**config.mk**
```make
export PLATFORM = sky130hd
export DESIGN_NAME = sram_like_arbiter
export DESIGN_NICKNAME = d
export VERILOG_FILES = /design/src/rtl/sram_like_pkg.sv /design/src/rtl/arb_pick2.sv /design/src/rtl/sram_like_arbiter.sv
export SDC_FILE = /design/constraint.sdc
export NUM_CORES = 1
export LEC_CHECK = 0
export CORE_AREA = 2 2 118 120
export DETAILED_ROUTE_END_ITERATION = 12
export DIE_AREA = 0 0 120 122
export SLEW_MARGIN = 20
export SYNTH_ARGS = -nofsm -noshare
export SYNTH_HDL_FRONTEND = slang
export SYNTH_SLANG_ARGS = --single-unit
```
**constraint.sdc**
```tcl
create_clock -name clk -period 2.44 [get_ports clk]
set_input_delay 0.61 -clock clk [delete_from_list [all_inputs] [get_ports clk]]
set_output_delay 0.61 -clock clk [all_outputs]
set_load 0.05 [all_outputs]
```
**src/rtl/sram_like_pkg.sv**
```systemverilog
// Shared encodings for the sram-like bus arbiter: FSM states, size codes, owner codes.
package sram_like_pkg;

   localparam int unsigned SIZE_W = 2;

   typedef enum logic [1:0] {
      ST_IDLE = 2'b00,
      ST_ADDR = 2'b01,
      ST_DATA = 2'b10
   } state_t;

   typedef enum logic [SIZE_W-1:0] {
      SZ_BYTE = 2'b00,
      SZ_HALF = 2'b01,
      SZ_WORD = 2'b10
   } size_t;

   typedef enum logic {
      OWN_INST = 1'b0,
      OWN_DATA = 1'b1
   } owner_t;

endpackage

```
**src/rtl/arb_pick2.sv**
```systemverilog
// Two-requester picker: bit 0 = inst, bit 1 = data; output is the owner code.
module arb_pick2
   import sram_like_pkg::*;
(
   input  logic [1:0] req,
   input  logic       last,
   input  logic       rr_mode,
   output logic       grant
);

   // Lone requester wins; on a tie, data wins unless round-robin hands it to the one not served last.
   always_comb begin
      grant = 1'(OWN_DATA);
      if (req == 2'b01) begin
         grant = 1'(OWN_INST);
      end else if (req == 2'b11 && rr_mode) begin
         grant = ~last;
      end
   end

endmodule

```
**src/rtl/sram_like_arbiter.sv**
```systemverilog
// Shares one sram-like slave port between the inst-side and data-side masters,
// one transaction outstanding at a time, address phase then data phase.
module sram_like_arbiter
   import sram_like_pkg::*;
#(
   parameter int unsigned ADDR_W  = 32,
   parameter int unsigned DATA_W  = 32,
   parameter int unsigned RR_MODE = 0
) (
   input  logic              clk,
   input  logic              areset,

   input  logic              inst_req,
   input  logic              inst_wr,
   input  logic [1:0]        inst_size,
   input  logic [ADDR_W-1:0] inst_addr,
   input  logic [DATA_W-1:0] inst_wdata,
   output logic [DATA_W-1:0] inst_rdata,
   output logic              inst_addr_ok,
   output logic              inst_data_ok,

   input  logic              data_req,
   input  logic              data_wr,
   input  logic [1:0]        data_size,
   input  logic [ADDR_W-1:0] data_addr,
   input  logic [DATA_W-1:0] data_wdata,
   output logic [DATA_W-1:0] data_rdata,
   output logic              data_addr_ok,
   output logic              data_data_ok,

   output logic              s_req,
   output logic              s_wr,
   output logic [1:0]        s_size,
   output logic [ADDR_W-1:0] s_addr,
   output logic [DATA_W-1:0] s_wdata,
   input  logic [DATA_W-1:0] s_rdata,
   input  logic              s_addr_ok,
   input  logic              s_data_ok
);

   state_t            state;
   state_t            state_nx;
   logic              owner;
   logic              last;
   logic              grant;
   logic              any_req;
   logic              owner_req;
   logic              owner_wr;
   logic [1:0]        owner_size;
   logic [ADDR_W-1:0] owner_addr;
   logic [DATA_W-1:0] owner_wdata;
   logic              addr_ok_c;
   logic              data_ok_c;

   assign any_req     = inst_req | data_req;
   assign owner_req   = (owner == OWN_DATA) ? data_req   : inst_req;
   assign owner_wr    = (owner == OWN_DATA) ? data_wr    : inst_wr;
   assign owner_size  = (owner == OWN_DATA) ? data_size  : inst_size;
   assign owner_addr  = (owner == OWN_DATA) ? data_addr  : inst_addr;
   assign owner_wdata = (owner == OWN_DATA) ? data_wdata : inst_wdata;

   // Read data is broadcast; only the owner's data_ok makes it meaningful.
   assign inst_rdata = s_rdata;
   assign data_rdata = s_rdata;

   arb_pick2 u_pick (
      .req     ({data_req, inst_req}),
      .last    (last),
      .rr_mode (1'(RR_MODE)),
      .grant   (grant)
   );

   // FSM state register.
   always_ff @(posedge clk or posedge areset) begin
      if (areset) begin
         state <= ST_IDLE;
      end else begin
         state <= state_nx;
      end
   end

   // Owner is latched at grant; last records who finished most recently.
   always_ff @(posedge clk or posedge areset) begin
      if (areset) begin
         owner <= 1'(OWN_DATA);
         last  <= 1'(OWN_INST);
      end else begin
         if (state == ST_IDLE && any_req) begin
            owner <= grant;
         end
         if (data_ok_c) begin
            last <= owner;
         end
      end
   end

   // Next-state: an owner dropping its request in ADDR aborts without acks.
   always_comb begin
      state_nx = state;
      case (state)
         ST_IDLE: begin
            if (any_req) state_nx = ST_ADDR;
         end
         ST_ADDR: begin
            if (!owner_req) begin
               state_nx = ST_IDLE;
            end else if (s_addr_ok && s_data_ok) begin
               state_nx = ST_IDLE;
            end else if (s_addr_ok) begin
               state_nx = ST_DATA;
            end
         end
         ST_DATA: begin
            if (s_data_ok) state_nx = ST_IDLE;
         end
         default: state_nx = ST_IDLE;
      endcase
   end

   // Outputs: forward the owner's request to the slave and route slave acks back to it only.
   always_comb begin
      s_req     = 1'b0;
      s_wr      = 1'b0;
      s_size    = 2'b00;
      s_addr    = '0;
      s_wdata   = '0;
      addr_ok_c = 1'b0;
      data_ok_c = 1'b0;
      case (state)
         ST_ADDR: begin
            s_req     = owner_req;
            s_wr      = owner_wr;
            s_size    = owner_size;
            s_addr    = owner_addr;
            s_wdata   = owner_wdata;
            addr_ok_c = owner_req & s_addr_ok;
            data_ok_c = owner_req & s_addr_ok & s_data_ok;
         end
         ST_DATA: begin
            s_wr      = owner_wr;
            s_size    = owner_size;
            s_addr    = owner_addr;
            s_wdata   = owner_wdata;
            data_ok_c = s_data_ok;
         end
         default: ;
      endcase
      inst_addr_ok = addr_ok_c & (owner == OWN_INST);
      inst_data_ok = data_ok_c & (owner == OWN_INST);
      data_addr_ok = addr_ok_c & (owner == OWN_DATA);
      data_data_ok = data_ok_c & (owner == OWN_DATA);
   end

endmodule

```
# Word-level counts from Yosys, hierarchy flattened
# Cells that the tools add are included.
[word_totals]
register_bits = 3
input_bits = 172
out_inout_bits = 136
word_cells = 40
[classes]
eq_ne = 6
n_mux = 19
bitwise_logic = 8
reduce_logical = 5
[ops]
columns = ["cell", "count"]
rows = [
  ["two-way mux 32 bit", 4],
  ["two-way mux 2 bit", 7],
  ["bitwise AND 1 bit", 6],
  ["two-way mux 1 bit", 6],
  ["one-hot mux 2 bit (3 select lines)", 1],
  ["== test 2 x 1 -> 1 bit, second input constant", 2],
  ["!= test 2 bit, second input constant", 2],
  ["!= test 4 bit, second input constant", 1],
  ["AND reduction 3 bit", 1],
  ["== test 2 bit, second input constant", 1],
  ["logical AND 1 bit", 2],
  ["logical NOT 2 bit", 1],
  ["one-hot mux 1 bit (2 select lines)", 1],
  ["OR reduction 2 bit", 1],
  ["NOT 1 bit", 1],
  ["bitwise OR 1 bit", 1],
]

# Longest topological paths before layout
# Gate-level depths: netlist of the first run.
[depth]
depth_word = 5
depth_mapped = 6
depth_no_buf = 6

# Cells and area by module
# From an unflattened synthesis of the first run, not the netlist that was laid out.
[hier_totals]
hier_cells = 246
hier_area_um2 = 1991.9
[modules_own_cells]
columns = ["module", "n_inst", "cells_per_inst", "area_per_inst_um2", "seq_area_each_um2"]
rows = [
  ["sram_like_arbiter", 1, 244, 1978.1, 101.3],
  ["arb_pick2", 1, 2, 13.8, 0.0],
]

# Worst setup path before layout of the first run
# Ideal clock, no wire load.
[synth_timing]
kind = "register -> output"
startpoint = "register owner"
endpoint = "output port data_data_ok"
arrival_time_ns = 2.635
t_required_ns = 1.830
path_slack_ns = -0.805
path_stages_with_launch = 6
n_path_buf = 1
path_cell_list = "dfstp_2 buf_4 mux2i_1 nor2b_2 a21oi_1 nor3b_1"
[synth_via]
elab_chain_cells = 5
[synth_rtl]
columns = ["item", "line", "text"]
rows = [
  ["start, declared", "sram_like_arbiter.sv:43", "logic owner;"],
  ["start signal, assigned", "sram_like_arbiter.sv:85", "owner <= 1'(OWN_DATA);"],
  ["start signal, assigned", "sram_like_arbiter.sv:89", "owner <= grant;"],
  ["two-way mux 1 bit", "sram_like_arbiter.sv:56", "assign owner_req = (owner == OWN_DATA) ? data_req : inst_req;"],
  ["bitwise AND 1 bit (2 in a row)", "sram_like_arbiter.sv:137", "data_ok_c = owner_req & s_addr_ok & s_data_ok;"],
  ["one-hot mux 1 bit (2 select lines)", "sram_like_arbiter.sv:129", "case (state)"],
  ["bitwise AND 1 bit *", "sram_like_arbiter.sv:151", "data_data_ok = data_ok_c & (owner == OWN_DATA);"],
  ["end, declared", "sram_like_arbiter.sv:29", "output logic data_data_ok,"],
]
# Every way passes the cells marked *; elsewhere a longest branch is shown, timed or not.

# Final worst setup path of the first run
[layout_timing]
startpoint = "register owner"
endpoint = "output port s_wdata[28]"
[layout_via]
elab_chain_cells = 2
[layout_rtl]
columns = ["item", "line", "text"]
rows = [
  ["two-way mux 32 bit", "sram_like_arbiter.sv:60", "assign owner_wdata = (owner == OWN_DATA) ? data_wdata : inst_wdata;"],
  ["two-way mux 32 bit", "sram_like_arbiter.sv:129", ""],
  ["end, declared", "sram_like_arbiter.sv:35", "output logic [DATA_W-1:0] s_wdata,"],
]
# Every way passes these cells.

==> summary.txt, run 1 <==
Status
  – Outcome: completed

Die
  – Die width: 120 µm
  – Boundary pin count: 308
  – Initial Utilization: 0.1402
  – DIE HEIGHT: 122 µm
  – Row Count: 43
  – Core Box Area: between 10000 and 15000 µm²
  – Die area: 14640 µm²

Layout
  – Nets: 563
  – Layout Utilization: 0.3487
  – Area Overhead vs Synth: 148.7%
  – Layout cells sized above 1: 0.3031
  – Ant diodes: 0
  – Finished layout cell area: 4708 µm²
  – Non-Filler Instances: 566

Synth
  – Register area share after synthesis: 0.04032
  – Post-synth EDFFs: 0
  – Syn Inst Count: 242
  – Cell Area, Synth: roughly 1900 µm²
  – Post-synth top cells: 68 x mux2i_1, 68 x nor2b_1, 65 x buf_4
  – Synth area leaders: mux2i_1 36%, buf_4 26%, nor2b_1 22%
  – Post-synth top area share: 0.3596
  – Yosys warns: 0
  – Register bit count reported by yosys: 3
  – Net Count, Synth: 418
  – Synthesized area per cell: between 7 and 8 µm²
  – Ys flop type: dfrtp_1
  – Largest area contributor in the netlist: mux2i_1
  – Library cells used by synthesis: 20
  – Ys async rst share: 1.000

Route
  – Total Wirelength: 7826 µm
  – Routed WL per cell: 13.83 µm
  – First-pass iteration count of the detailed router: 4
  – Drt initial violations: 35
  – Routed via count: 2086
  – DR DRC count: 0
  – Vias per cell: 3.686
  – Post-DRT Antenna Nets: 0

Flow run
  – Number of max-cap violations: 0

Clock tree
  – Clk sinks: 3
  – Skew-Pair Late Insertion Delay: approximately 0.22 ns
  – CTS buffer count: 3
  – CTS tree: done
  – Root Buffer: clkbuf_16
  – H-Tree Depth: 1
  – CTS Hold Bufs: 0
  – Longest Clk Path Bufs: 2
  – Reg clk slew, reported paths: 0.03 ns

GRT
  – Congestion Overflow GR: 0
  – First-pass GRT wire length: 11330 µm
  – Largest net degree at the start of global routing: 43
  – GRT Overall Usage: 0.09766
  – Vias in the first global route: around 2200
  – Initial antenna violation count: 0

Setup path
  – R2R setup slack: approximately 0.47 ns
  – Worst Setup Start Kind: register
  – Largest delay share family, worst path: flip-flops
  – CP Data Required Time: approximately 1.8 ns
  – Worst path cell trace: buf_16 > mux2i_1 > nor2b_1 > buf_12
  – Critical path endpoint category: output pin
  – Slowest stage delay, CP: ~0.66 ns
  – Crit path DAT: 1.77 ns
  – Cells on worst reg2reg path: 6
  – Critical path class: register to output pin
  – Slowest-stage cell, CP: dfstp_4
  – Crit-path max FO: 42
  – Critical path buffers and inverters: 2
  – Levels on crit path: 4

Timing
  – Final hold vios: 0
  – RSZ-0062 raised after global routing: no
  – Final Cycle Share: 0.9771
  – Final setup fails: 0
  – Worst Max-Slew Pin Slew: around 0.32 ns
  – Crit path time final: 2.384 ns
  – Slew Limit Fails: 0
  – Peak Freq: 0.4194 GHz
  – Fin Clk Skew: 0.001326 ns
  – Slew margin rel.: 0.7890
  – Setup WS post-layout: 0.05590 ns

Power and ir drop
  – Worst vdd ir: 0.7951 mV
  – Total power per unit cell area: approximately 1500 nW/µm²
  – LEAKAGE: 2.011 nW

Hold path
  – HP Class: register to register
  – Worst Hold Depth: 1

Placement
  – DP Area: 4566 µm²
  – Post-Place Setup Slack: -0.1751 ns
  – PortBufs: 211
  – Dpl cells: 561
  – Placer Congestion: about 0.70
  – Post-DP HPWL: 6949 µm
-- worst paths after layout --
path	from	end
max	owner	s_wdata[28]
min	state[0]	state[0]
max reg2reg	owner	state[0]
min reg2reg	state[0]	state[0]
max in group asynchronous	areset	owner
min in group asynchronous	areset	state[1]
-- where the power goes --
part | total (mW) | leakage [nW] | internal [mW] | switching (mW)
sequential | 0.115 | 0.0363 | 0.0831 | 0.0314
combinational | 6.73 | 1.94 | 3.24 | 3.49
clock | 0.259 | 0.0382 | 0.216 | 0.0434
total | 7.10 | 2.01 | 3.54 | 3.56
-- registers in the layout, indices dropped and copies added, names as in the netlist --
register / cells
owner: 1
state: 2
-- cells in the final DEF (no fill, tap or decap), drive strengths merged --
cell,count
dlygate4sd2,2
a21oi,2
buf,80
nand2,4
ha,4
a22o,1
dfstp,1
nor2b,69
clkdlybuf4s50,137
nor3,1
inv,4
dfrtp,2
a21boi,1
clkbuf,4
mux2i,68
nor2,2
and3,1
nor3b,1
mux2,1
o32ai,1
-- per-layer routing --
metal,track usage,part of all wire,vias up
li1,-,-,1014
met1,0.09725,0.34,909
met2,0.1921,0.53,142
met3,0.02949,0.11,21
met4,0.03088,0.019,0
met5,0,0,-
-- logic make-up after synthesis --
kind of cell,count (synthesis),share of synthesized area
flops,3,0.04032
compound gates,5,0.01851
simple gates,78,0.2512
mux,69,0.3655
fa+ha+maj,4,0.02644
buf+inv,83,0.2981
-- area by class of cell --
cell class / count / area (µm²)
repair buffers: 219 / 2930
multi-input cells: 156 / 1379
fillers: 1375 / 8796
clock buffers: 4 / 78.83
flip-flops and latches: 3 / 80.08
well taps: 180 / 225.2
inverters: 4 / 15.01
-- worst reg2reg max path: cells and delay by family (launching register included) --
family | cells | cell delay, ns
AOI/OAI and AO/OA | 1 | 0.22
buffers and inverters | 2 | 0.26
DFF | 1 | 0.66
muxes | 2 | 0.63
and+or+nand+nor | 1 | 0.08
-- per-stage QoR --
stage	setup TNS, ns	hold slack, ns	total power [mW]
final	0	0.5440	7.102
after global placement	-0.3137	0.5113	6.781
after detailed placement	-0.3505	0.5263	6.846
after CTS	0	0.5397	7.155
after global routing	0	0.5541	7.378
after floorplan	-0.03135	0.3629	3.852
-- repair_timing --
item	4_1_cts	5_1_grt
resized for setup	9	6
pin swaps	2	0
buffers inserted	1	0
endpoints found under the setup margin	3	5
cloned	0	0
Power figures use the tool's default switching activity.
==> inputs of run 2 (changes only) <==
- ABC_AREA: not set -> 1
- CELL_PAD_IN_SITES_DETAIL_PLACEMENT: not set -> 0
- CELL_PAD_IN_SITES_GLOBAL_PLACEMENT: not set -> 2
- CORE_AREA: 2 2 118 120 -> not set
- CORE_UTILIZATION: not set -> 10
- DIE_AREA: 0 0 120 122 -> not set
- PLACE_DENSITY_LB_ADDON: not set -> 0.1
==> run 2 against run 1 <==
Compared with the run above: power fell by 18%; fmax rose by 1.8%; first-iteration DRC count rose by 40%; critical path type is now input pin to output pin; critical endpoint is now inst_data_ok.
==> summary.txt, run 2 <==
Layout
  – Ant diodes: 0 (unchanged)
  – Area Overhead vs Synth: 105.3%
  – Non-Filler Instances: 694 (+23%)
  – Register area: 80.08 µm² (unchanged)
  – Multi-input logic area: 1052 µm² (-24%)
  – Largest reg by FF count: state
  – Fill count: 1955 (+42%)
  – Commonest non-fill, non-tap cell in the layout: nor2_1
  – Commonest non-fill, non-tap cells in the layout: 139 x nor2_1, 138 x clkdlybuf4s50_1, 73 x buf_4
  – Max FFs per register: 2 (unchanged)
  – Layout cells sized above 1: 0.2026 (-0.1006)
  – Largest regs: state: 2 flops, owner: 1 flops
  – Nets: 646 (+15%)

Clock tree
  – Postcts setup bufs: 0 (-1)
  – Reg clk slew, reported paths: 0.03 ns (about the same)
  – CTS Hold Bufs: 0 (unchanged)
  – Clk sinks: 3 (unchanged)
  – CTS tree: done
  – Longest Clk Path Bufs: 2 (unchanged)
  – Skew-Pair Late Insertion Delay: 0.22 ns (about the same)
  – H-Tree Depth: 1 (unchanged)
  – Root Buffer: clkbuf_16
  – CTS buffer count: 3 (unchanged)

Synth
  – Register area share after synthesis: 0.04351 (+0.003192)
  – Post-synth EDFFs: 0 (unchanged)
  – Largest area contributor in the netlist: nor2_1
  – Yosys warns: 0 (unchanged)
  – Cell Area, Synth: 1754 µm² (-7.3%)
  – Synth area leaders: nor2_1 30%, buf_4 28%, o21ai_0 18%
  – Library cells used by synthesis: 20 (unchanged)
  – Most common cell in the netlist: nor2_1
  – Net Count, Synth: 507 (+21%)
  – Syn Inst Count: 331 (+37%)
  – Post-synth top area share: 0.3017 (-0.05784)
  – Register bit count reported by yosys: 3 (unchanged)
  – Ys async rst share: 1.000 (unchanged)
  – Synthesized area per cell: 5.300 µm² (-32%)
  – Ys flop type: dfrtp_1
  – Post-synth top cells: 141 x nor2_1, 66 x buf_4, 62 x o21ai_0

Setup path
  – Largest delay share family, worst path: buffers and inverters
  – Top cell by count, worst path: nand2_2
  – Worst Setup Start Kind: input pin
  – Critical path buffers and inverters: 2 (unchanged)
  – CP Data Required Time: 1.83 ns (about the same)
  – Crit-path max FO: 4 (-90%)
  – Slowest stage delay, CP: 0.49 ns (-0.17 ns)
  – Critical path class: input pin to output pin
  – Critical path endpoint category: output pin
  – Crit path DAT: 1.73 ns (-0.04 ns)
  – Worst path cell trace: clkdlybuf4s50_1 > nand2_2 > nand2_4 > nand3_4 > nand2_2 > nand2_2 > nor2_2 > buf_6
  – Slowest-stage cell, CP: clkdlybuf4s50_1

Die
  – Core Box Area: 17240 µm² (+28%)
  – Row Count: 48 (+12%)
  – Die area: 18080 µm² (+23%)
  – Die width: 134.4 µm (+12%)
  – Boundary pin count: 308 (unchanged)
  – Initial Utilization: 0.1018 (-0.03841)
  – DIE HEIGHT: 134.4 µm (+10%)

GRT
  – GRT Overall Usage: 0.09091 (-0.006748)
  – First-pass GRT wire length: 12880 µm (+14%)
  – Largest net degree at the start of global routing: 51 (+19%)
  – Initial antenna violation count: 0 (unchanged)
  – Congestion Overflow GR: 0 (unchanged)
  – Vias in the first global route: 2351 (+4.7%)

Placement
  – PortBufs: 211 (unchanged)
  – Dpl cells: 689 (+23%)
  – Post-DP HPWL: 6757 µm (-2.8%)
  – Placer Congestion: 0.6963 (-0.56%)

Timing
  – RSZ-0062 raised after global routing: no
  – Final hold vios: 0 (unchanged)
  – Final Cycle Share: 0.9601 (-0.01696)
  – Peak Freq: 0.4269 GHz (+1.8%)
  – Final setup fails: 0 (unchanged)
  – Fin Clk Skew: 0.001864 ns (+0.0005380 ns)
  – Crit path time final: 2.343 ns (-0.04138 ns)
  – Slew margin rel.: 0.8341 (+0.04512)
  – Accumulated negative setup slack: 0 ns (unchanged)
  – Slew Limit Fails: 0 (unchanged)
  – Worst Max-Slew Pin Slew: 0.2462 ns (-0.06963 ns)

Route
  – Routed WL per cell: 12.79 µm (-7.5%)
  – Post-DRT Antenna Nets: 0 (unchanged)
  – Routed via count: 2396 (+15%)
  – DR DRC count: 0 (unchanged)
  – Drt initial violations: 49 (+40%)
  – Vias per cell: 3.452 (-6.3%)
  – Total Wirelength: 8874 µm (+13%)
  – First-pass iteration count of the detailed router: 4 (unchanged)

Flow run
  – Number of max-cap violations: 0 (unchanged)

Status
  – Outcome: completed

Power and ir drop
  – LEAKAGE: 1.568 nW (-22%)
  – Total power per unit cell area: 1622 nW/µm² (+7.6%)
  – Worst vdd ir: 0.4451 mV (-44%)

Hold path
  – HP Class: register to register
-- run 2: per-stage QoR --
step	utilization	area (µm²)	power (mW)	setup slack, ns	hold slack, ns
detailed placement	0.1999	3446	5.513	0.0002816	0.5038
global route	0.2090	3602	6.236	0.01392	0.5485
finish	0.2090	3602	5.844	0.09728	0.5113
CTS	0.2046	3527	5.789	0.02976	0.5104
global placement	0.1999	3446	5.553	0.02102	0.5000
floorplan	-	1754	4.071	0.05429	0.3629
-- run 2: path summary, 6_finish.rpt --
path / end / from / cells past startpoint / slack (ns)
min: state[1] / state[1] / 2 / 0.51
min in group asynchronous: state[1] / areset / 2 / 0.55
max: inst_data_ok / data_req / 8 / 0.1
max reg2reg: state[1] / owner / 7 / 1.04
min reg2reg: state[1] / state[1] / 2 / 0.51
max in group asynchronous: owner / areset / 2 / 1.68
-- run 2: report_power, final --
part	total, mW	switching [mW]	internal (mW)
Clock	0.259	0.0438	0.216
Combinational	5.44	3.81	1.64
Sequential	0.141	0.0574	0.0839
-- run 2: logic make-up after synthesis --
logic type,share of synthesized area
and+or+nand+nor,0.3566
buffers and inverters,0.3695
AOI/OAI and AO/OA,0.2019
adders and majority gates,0.02853
DFF,0.04351
-- run 2: cell type report --
class,instances,area share
repair buffers,220,0.5717
multi-input cells,233,0.2921
well taps,225,0.07815
flip-flops and latches,3,0.02223
clock buffers,4,0.02188
inverters,9,0.01389
-- run 2: what timing repair did --
action,CTS,global route
setup endpoints to repair,1,14
pin swaps,0,0
resized for setup,2,13
cloned,0,1
hold endpoints to repair,0,0
-- run 2: layer usage --
| layer | part of all wire | vias up | track usage |
|---|---|---|---|
| met5 | 0 | - | 0 |
| met4 | 0.012 | 0 | 0.02060 |
| met3 | 0.083 | 12 | 0.02570 |
| met2 | 0.52 | 128 | 0.1736 |
| met1 | 0.39 | 1005 | 0.09789 |
| li1 | - | 1251 | - |
-- run 2: tightest hold or removal path, cell delays in order, from the launching register on --
cell and delay, ns:
dfrtp_1 0.36, nand2_1 0.06, nand2_1 0.06
==> inputs of run 3 (changes only) <==
- CTS_BUF_LIST: not set -> sky130_fd_sc_hd__clkbuf_16
- MAX_ROUTING_LAYER: not set -> met4
- clock period: 2.44 -> 2.55 ns (I/O delays scaled with it)
==> run 3 against run 2 <==
Compared with the run above: die area unchanged; global-route usage up 0.28 points; wire length fell by 0.88%; register-to-register slack improved by 0.17 ns; critical path type unchanged; clock power is 4% lower; highest routed layer unchanged.
==> summary.txt, run 3 (synthesized netlist as in run 2, its figures left out) <==
GRT
  – Congestion Overflow GR: 0 (unchanged)
  – Initial antenna violation count: 0 (unchanged)
  – Vias in the first global route: 2411 (+2.6%)
  – GRT Overall Usage: 0.09368 (+0.002766)
  – Largest net degree at the start of global routing: 52 (+2.0%)
  – First-pass GRT wire length: 12990 µm (+0.80%)

Setup path
  – R2R Path End: state[0]
  – Cells on worst reg2reg path: 7 (unchanged)
  – R2R setup slack: 1.21 ns (+0.17 ns)
  – Worst Setup Start Kind: input pin
  – Critical path class: input pin to output pin
  – Crit-path max FO: 4 (unchanged)
  – Crit path DAT: 1.82 ns (+0.09 ns)
  – R2r startpoint: owner
  – Critical path endpoint category: output pin
  – CP Data Required Time: 1.91 ns (+0.08 ns)

Timing
  – Min Hold Slack: 0.5111 ns (-0.0002240 ns)
  – Final setup fails: 0 (unchanged)
  – Fin Clk Skew: 0.0001913 ns (-0.001673 ns)
  – Worst Max-Slew Pin Slew: 0.4253 ns (+0.1791 ns)
  – Slew Limit Fails: 0 (unchanged)
  – RSZ-0062 raised after global routing: no
  – Final hold vios: 0 (unchanged)
  – Slew margin rel.: 0.7165 (-0.1176)
  – Setup WS post-layout: 0.09618 ns (-0.001102 ns)
  – Peak Freq: between 0.4 and 0.5 GHz
  – Accumulated negative setup slack: 0 ns (unchanged)
  – Crit path time final: approximately 2.5 ns
  – Final Cycle Share: 0.9623

Route
  – Routed via count: 2423 (+1.1%)
  – First-pass iteration count of the detailed router: 4 (unchanged)
  – Drt initial violations: 85 (+73%)
  – Total Wirelength: 8796 µm (-0.88%)
  – Post-DRT Antenna Nets: 0 (unchanged)
  – DR DRC count: 0 (unchanged)
  – Vias per cell: 3.512 (+1.7%)
  – Routed WL per cell: 12.75 µm (-0.30%)

Hold path
  – Hold path start: state[1]
  – Worst Hold Depth: 2 (unchanged)
  – HP Class: register to register
  – Hold EP: state[1]

Clock tree
  – Postcts setup bufs: 0 (unchanged)
  – CTS resizes: 0 (-2)
  – CTS buffer count: 3 (unchanged)
  – H-Tree Depth: 1 (unchanged)
  – Skew-Pair Late Insertion Delay: 0.22 ns (about the same)
  – Reg clk slew, reported paths: 0.03 ns (about the same)
  – CTS Hold Bufs: 0 (unchanged)
  – CTS tree: done
  – Longest Clk Path Bufs: 2 (unchanged)
  – Root Buffer: clkbuf_16
  – Clk sinks: 3 (unchanged)

Die
  – Initial Utilization: 0.1018 (unchanged)
  – DIE HEIGHT: 134.4 µm (unchanged)
  – Die width: 134.4 µm (unchanged)
  – Die area: 18080 µm² (unchanged)
  – Row Count: 48 (unchanged)
  – Boundary pin count: 308 (unchanged)
  – Core Box Area: 17240 µm² (unchanged)

Layout
  – Commonest non-fill, non-tap cells in the layout: 141 x nor2_1, 138 x clkdlybuf4s50_1, 73 x buf_4
  – Commonest non-fill, non-tap cell in the layout: nor2_1
  – Largest reg by FF count: state
  – Ant diodes: 0 (unchanged)
  – Layout cells sized above 1: 0.1871 (-0.01546)
  – Max FFs per register: 2 (unchanged)
  – Nets: 642 (-0.62%)
  – Area Overhead vs Synth: 100.7%
  – Fill count: 1965 (+0.51%)
  – Largest regs: state: 2 flops, owner: 1 flops

Placement
  – Post-DP HPWL: 6766 µm (+0.13%)
  – PortBufs: 211 (unchanged)
  – Placer Congestion: 0.6915 (-0.69%)
  – Post-Place Setup Slack: 0.04879 ns (+0.04851 ns)

Status
  – Outcome: completed

Power and ir drop
  – Total power per unit cell area: 1546 nW/µm² (-4.7%)
  – Worst vdd ir: 0.4848 mV (+8.9%)
  – LEAKAGE: 1.547 nW (-1.4%)

Flow run
  – Number of max-cap violations: 0 (unchanged)
==> run 3: critical path, cell delays in order <==
cell             delay, ns
clkdlybuf4s50_1       0.52
nand2_2               0.08
nand2_4               0.09
nand3_4               0.07
nand2_1               0.06
nand2_1               0.06
nor2_1                0.12
buf_6                 0.17
==> run 3: area by class of cell <==
type                    count  area, µm²  share of cell area
inverters                   9      38.79             0.01102
clock inverters             1      3.754            0.001066
well taps                 225      281.5             0.07996
flip-flops and latches      3      76.32             0.02168
clock buffers               3      75.07             0.02132
repair buffers            216       2013              0.5718
multi-input cells         233       1032              0.2932
==> run 3: layer usage <==
| metal | share of wire | vias up | track usage |
|---|---|---|---|
| met3 | 0.083 | 14 | 0.02343 |
| met5 | 0 | - | - |
| li1 | - | 1243 | - |
| met4 | 0.015 | 0 | 0.02060 |
| met1 | 0.39 | 1034 | 0.09875 |
| met2 | 0.51 | 132 | 0.1744 |
==> run 3: through the flow <==
step | instances | instance area (µm²) | utilization | power (mW)
floorplan | 331 | 1754 | - | 3.895
global placement | 686 | 3436 | 0.1993 | 5.313
detailed placement | 686 | 3436 | 0.1993 | 5.273
CTS | 690 | 3515 | 0.2039 | 5.541
global route | 690 | 3521 | 0.2043 | 5.800
finish | 690 | 3521 | 0.2043 | 5.444
==> run 3: worst max path at each step <==
stage          startpoint           end  slack (ns)  cells after the start
2_1_floorplan    state[0]   s_wdata[10]        0.14                      6
3_3_place_gp     inst_req  data_data_ok        0.07                      8
3_5_place_dp     inst_req  inst_data_ok        0.05                      8
4_1_cts          inst_req  inst_data_ok        0.04                      8
5_1_grt          data_req  inst_data_ok       0.002                      8
6_report         data_req  inst_data_ok         0.1                      8
==> run 3: power by group <==
part	leakage, nW	internal [mW]	switching, mW
sequential	0.0362	0.0738	0.0264
clock	0.0423	0.203	0.0462
combinational	1.47	1.48	3.62
total	1.55	1.75	3.69
